## src/rtl/rrarbiter.sv

```systemverilog
// Round-robin ownership arbiter: grants one of N requesters and holds the grant until Done or abandon.
// Latency: one cycle from Req (in IDLE) or from a release event to the new registered grant.
// Backpressure: the owner holds off all other requesters; Done or dropping its Req hands off on the same edge.
module rrarbiter #(
    parameter  int N = 8,
    localparam int W = $clog2(N)
) (
    input  logic         clk,
    input  logic         resetn,
    input  logic [N-1:0] Req,
    input  logic         Done,
    output logic [N-1:0] Grant,
    output logic [W-1:0] GrantIdx,
    output logic         GrantValid
);

    typedef enum logic {
        IDLE  = 1'b0,
        OWNED = 1'b1
    } state_t;

    state_t         state;
    logic [W-1:0]   ptr;

    // Scan inputs and results
    logic [W-1:0]   next_ptr;
    logic [W-1:0]   scan_start;
    logic [N-1:0]   scan_req;
    logic [N-1:0]   scan_rot;
    logic [W-1:0]   scan_ofs;
    logic [W:0]     scan_sum;
    logic           found;
    logic [W-1:0]   found_idx;
    logic [N-1:0]   grant_nxt;
    logic           owner_req;
    logic           rel;

    // Release detection and the pointer value that follows the current owner (wraps N-1 -> 0)
    always_comb begin
        owner_req = |(Req & Grant);
        rel       = (state == OWNED) && (Done || !owner_req);
        next_ptr  = (GrantIdx == W'(N - 1)) ? '0 : GrantIdx + W'(1);
    end

    // Rotating first-set scan: in IDLE start at ptr over all requests; on release start just past
    // the owner and exclude the owner so it cannot be re-granted on the releasing edge
    always_comb begin
        scan_start = ptr;
        scan_req   = Req;
        if (state == OWNED) begin
            scan_start = next_ptr;
            scan_req   = Req & ~Grant;
        end
        // Rotate right by scan_start so bit 0 of scan_rot corresponds to index scan_start
        scan_rot = N'({scan_req, scan_req} >> scan_start);
        found    = 1'b0;
        scan_ofs = '0;
        for (int j = 0; j < N; j++) begin
            if (!found && scan_rot[j]) begin
                found    = 1'b1;
                scan_ofs = W'(j);
            end
        end
        // Map the rotated offset back to an absolute index modulo N
        scan_sum = {1'b0, scan_start} + {1'b0, scan_ofs};
        if (scan_sum >= (W + 1)'(N)) begin
            scan_sum = scan_sum - (W + 1)'(N);
        end
        found_idx = scan_sum[W-1:0];
        grant_nxt = {{(N - 1){1'b0}}, 1'b1} << found_idx;
    end

    // Ownership FSM with registered grant outputs and the rotating pointer
    always_ff @(posedge clk or negedge resetn) begin
        if (!resetn) begin
            state      <= IDLE;
            ptr        <= '0;
            Grant      <= '0;
            GrantIdx   <= '0;
            GrantValid <= 1'b0;
        end else begin
            case (state)
                IDLE: begin
                    if (found) begin
                        state      <= OWNED;
                        Grant      <= grant_nxt;
                        GrantIdx   <= found_idx;
                        GrantValid <= 1'b1;
                    end
                end
                OWNED: begin
                    if (rel) begin
                        ptr <= next_ptr;
                        if (found) begin
                            Grant      <= grant_nxt;
                            GrantIdx   <= found_idx;
                            GrantValid <= 1'b1;
                        end else begin
                            state      <= IDLE;
                            Grant      <= '0;
                            GrantIdx   <= '0;
                            GrantValid <= 1'b0;
                        end
                    end
                end
                default: begin
                    state      <= IDLE;
                    Grant      <= '0;
                    GrantIdx   <= '0;
                    GrantValid <= 1'b0;
                end
            endcase
        end
    end

    // Structural invariants of the grant outputs
    a_onehot: assert property (@(posedge clk) disable iff (!resetn) $onehot0(Grant));
    a_valid:  assert property (@(posedge clk) disable iff (!resetn) GrantValid == (|Grant));
    a_index:  assert property (@(posedge clk) disable iff (!resetn)
                               GrantValid |-> (Grant == ({{(N - 1){1'b0}}, 1'b1} << GrantIdx)));
    a_range:  assert property (@(posedge clk) disable iff (!resetn) GrantIdx <= W'(N - 1));

endmodule

```

## config.mk

```make
export PLATFORM = sky130hd
export DESIGN_NAME = rrarbiter
export DESIGN_NICKNAME = d
export VERILOG_FILES = /design/src/rtl/rrarbiter.sv
export SDC_FILE = /design/constraint.sdc
export NUM_CORES = 1
export LEC_CHECK = 0
export ABC_AREA = 1
export CAP_MARGIN = 20
export CORE_MARGIN = 1
export CORE_UTILIZATION = 30
export CTS_CLUSTER_DIAMETER = 40
export DETAILED_ROUTE_END_ITERATION = 12
export PLACE_DENSITY = 0.55
export SYNTH_ARGS = -nofsm -noshare
export SYNTH_HDL_FRONTEND = slang
export SYNTH_SLANG_ARGS = --single-unit
```

## constraint.sdc

```tcl
create_clock -name clk -period 3.2 [get_ports clk]
set_input_delay 0.64 -clock clk [delete_from_list [all_inputs] [get_ports clk]]
set_output_delay 0.64 -clock clk [all_outputs]
set_load 0.005 [all_outputs]
```

==> key figures <==
Worst setup path
  • CP cell instances: ha_2, ha_4, inv_2, nand2_2, o21ai_4, inv_4, nand3_1, nand2_1, nand2_2, nor2_4, nand4_2, nor2_1, inv_1, o2111ai_2, ha_2, inv_2, fa_2, xor2_2, nand3_2, nand2_4, inv_2, o21ai_2
  • Startpoint types: flop
  • Crit. End Element: flop
  • Worst setup path class: flop to flop
  • Slowest CP cell: dfrtp_1
  • Reg2reg setup slack: -0.04 ns
  • Worst setup startpoint: GrantIdx[1]$_DFFE_PN0P_
  • Worst r2r src: GrantIdx[1]$_DFFE_PN0P_
  • CP Max Fanout: 8
  • Required time of the critical path: 3.38 ns
  • CP peak stage delay: 0.40 ns
  • Cell mode on critical path: inv_2
  • Critical path's top delay family: adder cells
  • Arrival time at the worst endpoint: 3.43 ns
  • Worst path buffer plus inverter count: 5

Yosys
  • Synth Register Bits: 16
  • Net count after synthesis: 216
  • Mapped Cells: 201
  • Seq/Total Area, Yosys: 29.44%
  • Synth Cell Area: 1360 sq um
  • Ys Warns: 0
  • Netlist cell types: 29
  • Syn_area_per_cell: 6.766 sq um

Floorplan
  • IO Count: 23
  • Die area: 4807 sq um
  • Initial Util: 31.24%
  • Core Region: 4354 sq um
  • Die width: 69.33 um
  • Rows: 24
  • Die H: 69.33 um

Global routing
  • Overflow after GRT: 0
  • GRT Overall Usage: 18.74%
  • Largest net degree at the start of global routing: 17
  • First-pass GRT wire length: 7.203 mm
  • Initial antenna violation count: 0
  • Vias in the first global route: 1562

Clock tree
  • TritonCTS Buffers: 3
  • Skew-Pair Late Insertion Delay: 0.25 ns
  • Clk root buf: clkbuf_8
  • Clock-pin slew on the worst setup and hold paths: 0.07 ns
  • CTS Hold Bufs: 0
  • TritonCTS clock tree: yes
  • Worst-case clock buffer depth: 2
  • CTS sink cnt: 16
  • H-tree depth: 1

STA
  • Worst-margin pin slew: 0.7306 ns
  • Clock Skew: 0.001899 ns
  • Final setup fails: 9
  • Hold WS: 0.4805 ns
  • Setup ws final: -0.04313 ns
  • RSZ-0062 raised after global routing: true
  • Final Max Slew Viols: 0
  • Slew HR: 51.14%
  • Fin. Hold Viols: 0
  • Max Freq: 0.3083 GHz
  • Period utilization: 101.3%
  • Period minus WS final: 3.243 ns

Layout
  • Synth-to-layout area growth: 56.39%
  • Final #Nets: 279
  • Non-Filler Instances: 315
  • Diodes inserted: 0
  • Share of cells above drive strength 1: 37.26%
  • Finished Core Util: 48.85%

Detailed routing
  • Vias per cell: 5.289
  • DR iter-0 viols: 153
  • WL per Instance: 15.02 um
  • Post-route ant nets: 0
  • Number of detailed-route iterations in the first pass: 4
  • Residual DRC: 0
  • Final Routed Wirelength: 4.730 mm
  • Via Count: 1666

Status
  • Violated checks: negative setup slack
  • Status: finished with violations

Place
  • PortBufs: 22
  • Post-DP HPWL: 3.299 mm
  • Post-Place Worst Slack: -0.2883 ns
  • GP Congestion: 0.9782
  • Placed Instances: 298

Hold path
  • Hold wc startpoint: GrantValid$_DFFE_PN0P_
  • Type of the most critical hold path: flop to flop

Flow run
  • # Max-Cap Violations: 0
-- tightest hold or removal path, cell delays in order (launching register included) --
cell     delay [ns]
dfrtp_1        0.34
nand2_1        0.05
nand2_1        0.05
-- layer usage --
layer	vias to the layer above	track usage (%)	wire length, um
met5	-	0	0
met2	67	30.74	2185
met1	784	25.93	2189
li1	799	-	-
met3	16	2.907	251
met4	0	4.082	103
-- worst paths after layout --
| path | cells past startpoint | to |
|---|---|---|
| min | 2 | GrantValid$_DFFE_PN0P_ |
| max in group asynchronous | 1 | state$_DFF_PN0_ |
| min in group asynchronous | 1 | GrantIdx[1]$_DFFE_PN0P_ |
| min reg2reg | 2 | GrantValid$_DFFE_PN0P_ |
| max | 22 | Grant[6]$_DFFE_PN0P_ |
| max reg2reg | 22 | Grant[6]$_DFFE_PN0P_ |
-- Yosys cell counts --
master      n  area, sq um
and2_1      1        6.260
nand2_1    80        300.3
o21ai_0     7        35.03
nand4_2     1        12.51
nor2_1      4        15.01
dfrtp_1    16        400.4
o2111ai_1   1        8.760
ha_1        3        37.54
nand2_2     3        18.77
o21ai_4     2        32.53
nor2_4      3        33.78
buf_6       3        33.78
inv_2       2        7.510
nand4_1     2        12.51
a31o_2      1        8.760
fa_1        1        20.02
a21oi_1     1        5.000
xor2_1      1        8.760
nor2_2      2        12.51
o21ai_1     3        15.01
a221oi_1    1        8.760
a41oi_1     1        8.760
o21bai_2    1        11.26
a22o_1      1        8.760
a31oi_1     1        6.260
nand3_1    38        190.2
inv_1      16        60.06
o21ai_2     3        26.28
o31ai_1     2        15.01
-- cells by family after synthesis --
kind of cell	share of synthesized area, %
AND/OR/NAND/NOR	44.25
AO/OA/AOI/OAI	13.98
buffers and inverters	7.452
flip-flops	29.44
adder cells (fa/ha/maj)	4.232
XOR/XNOR	0.6441
-- state kept, by name, indices dropped and copies added (netlist names) --
signal and count:
Grant 8, GrantIdx 3, GrantValid 1, ptr 3, state 1
-- cells in the final DEF (no fill, tap or decap), types with 5 or more instances in the layout --
cell type / netlist / routed
nand2_2: 3 / 12
o21ai_0: 7 / 5
nand3_1: 38 / 23
nand2_1: 80 / 70
buf_4: 0 / 38
clkdlybuf4s50_1: 0 / 22
dfrtp_1: 16 / 15
inv_2: 2 / 5
inv_1: 16 / 12
nand3_2: 0 / 15
-- cell type report --
cell class | instances | area, sq um
fillers | 414 | 2227
multi-input cells | 165 | 1030
repair buffers | 60 | 505.5
flip-flops and latches | 16 | 401.6
inverters | 18 | 70.07
well taps | 52 | 65.06
clock buffers | 4 | 55.05
-- per-stage QoR --
stage	instance area, sq um	TNS [ns]
5_1_grt	2127	-1.898
3_5_place_dp	1809	-2.154
3_3_place_gp	1809	-1.969
2_1_floorplan	1363	0
6_report	2127	-0.2329
4_1_cts	1982	0
-- timing repair --
action	in CTS	in global routing
setup endpoints to repair	9	10
gates resized for setup	19	24
cloned	0	1
hold endpoints to repair	0	0
setup buffers	8	4
pin swaps	10	6
Power is not shown: default switching activity piles up to over one toggle a cycle in this logic, so the estimate is an artifact.
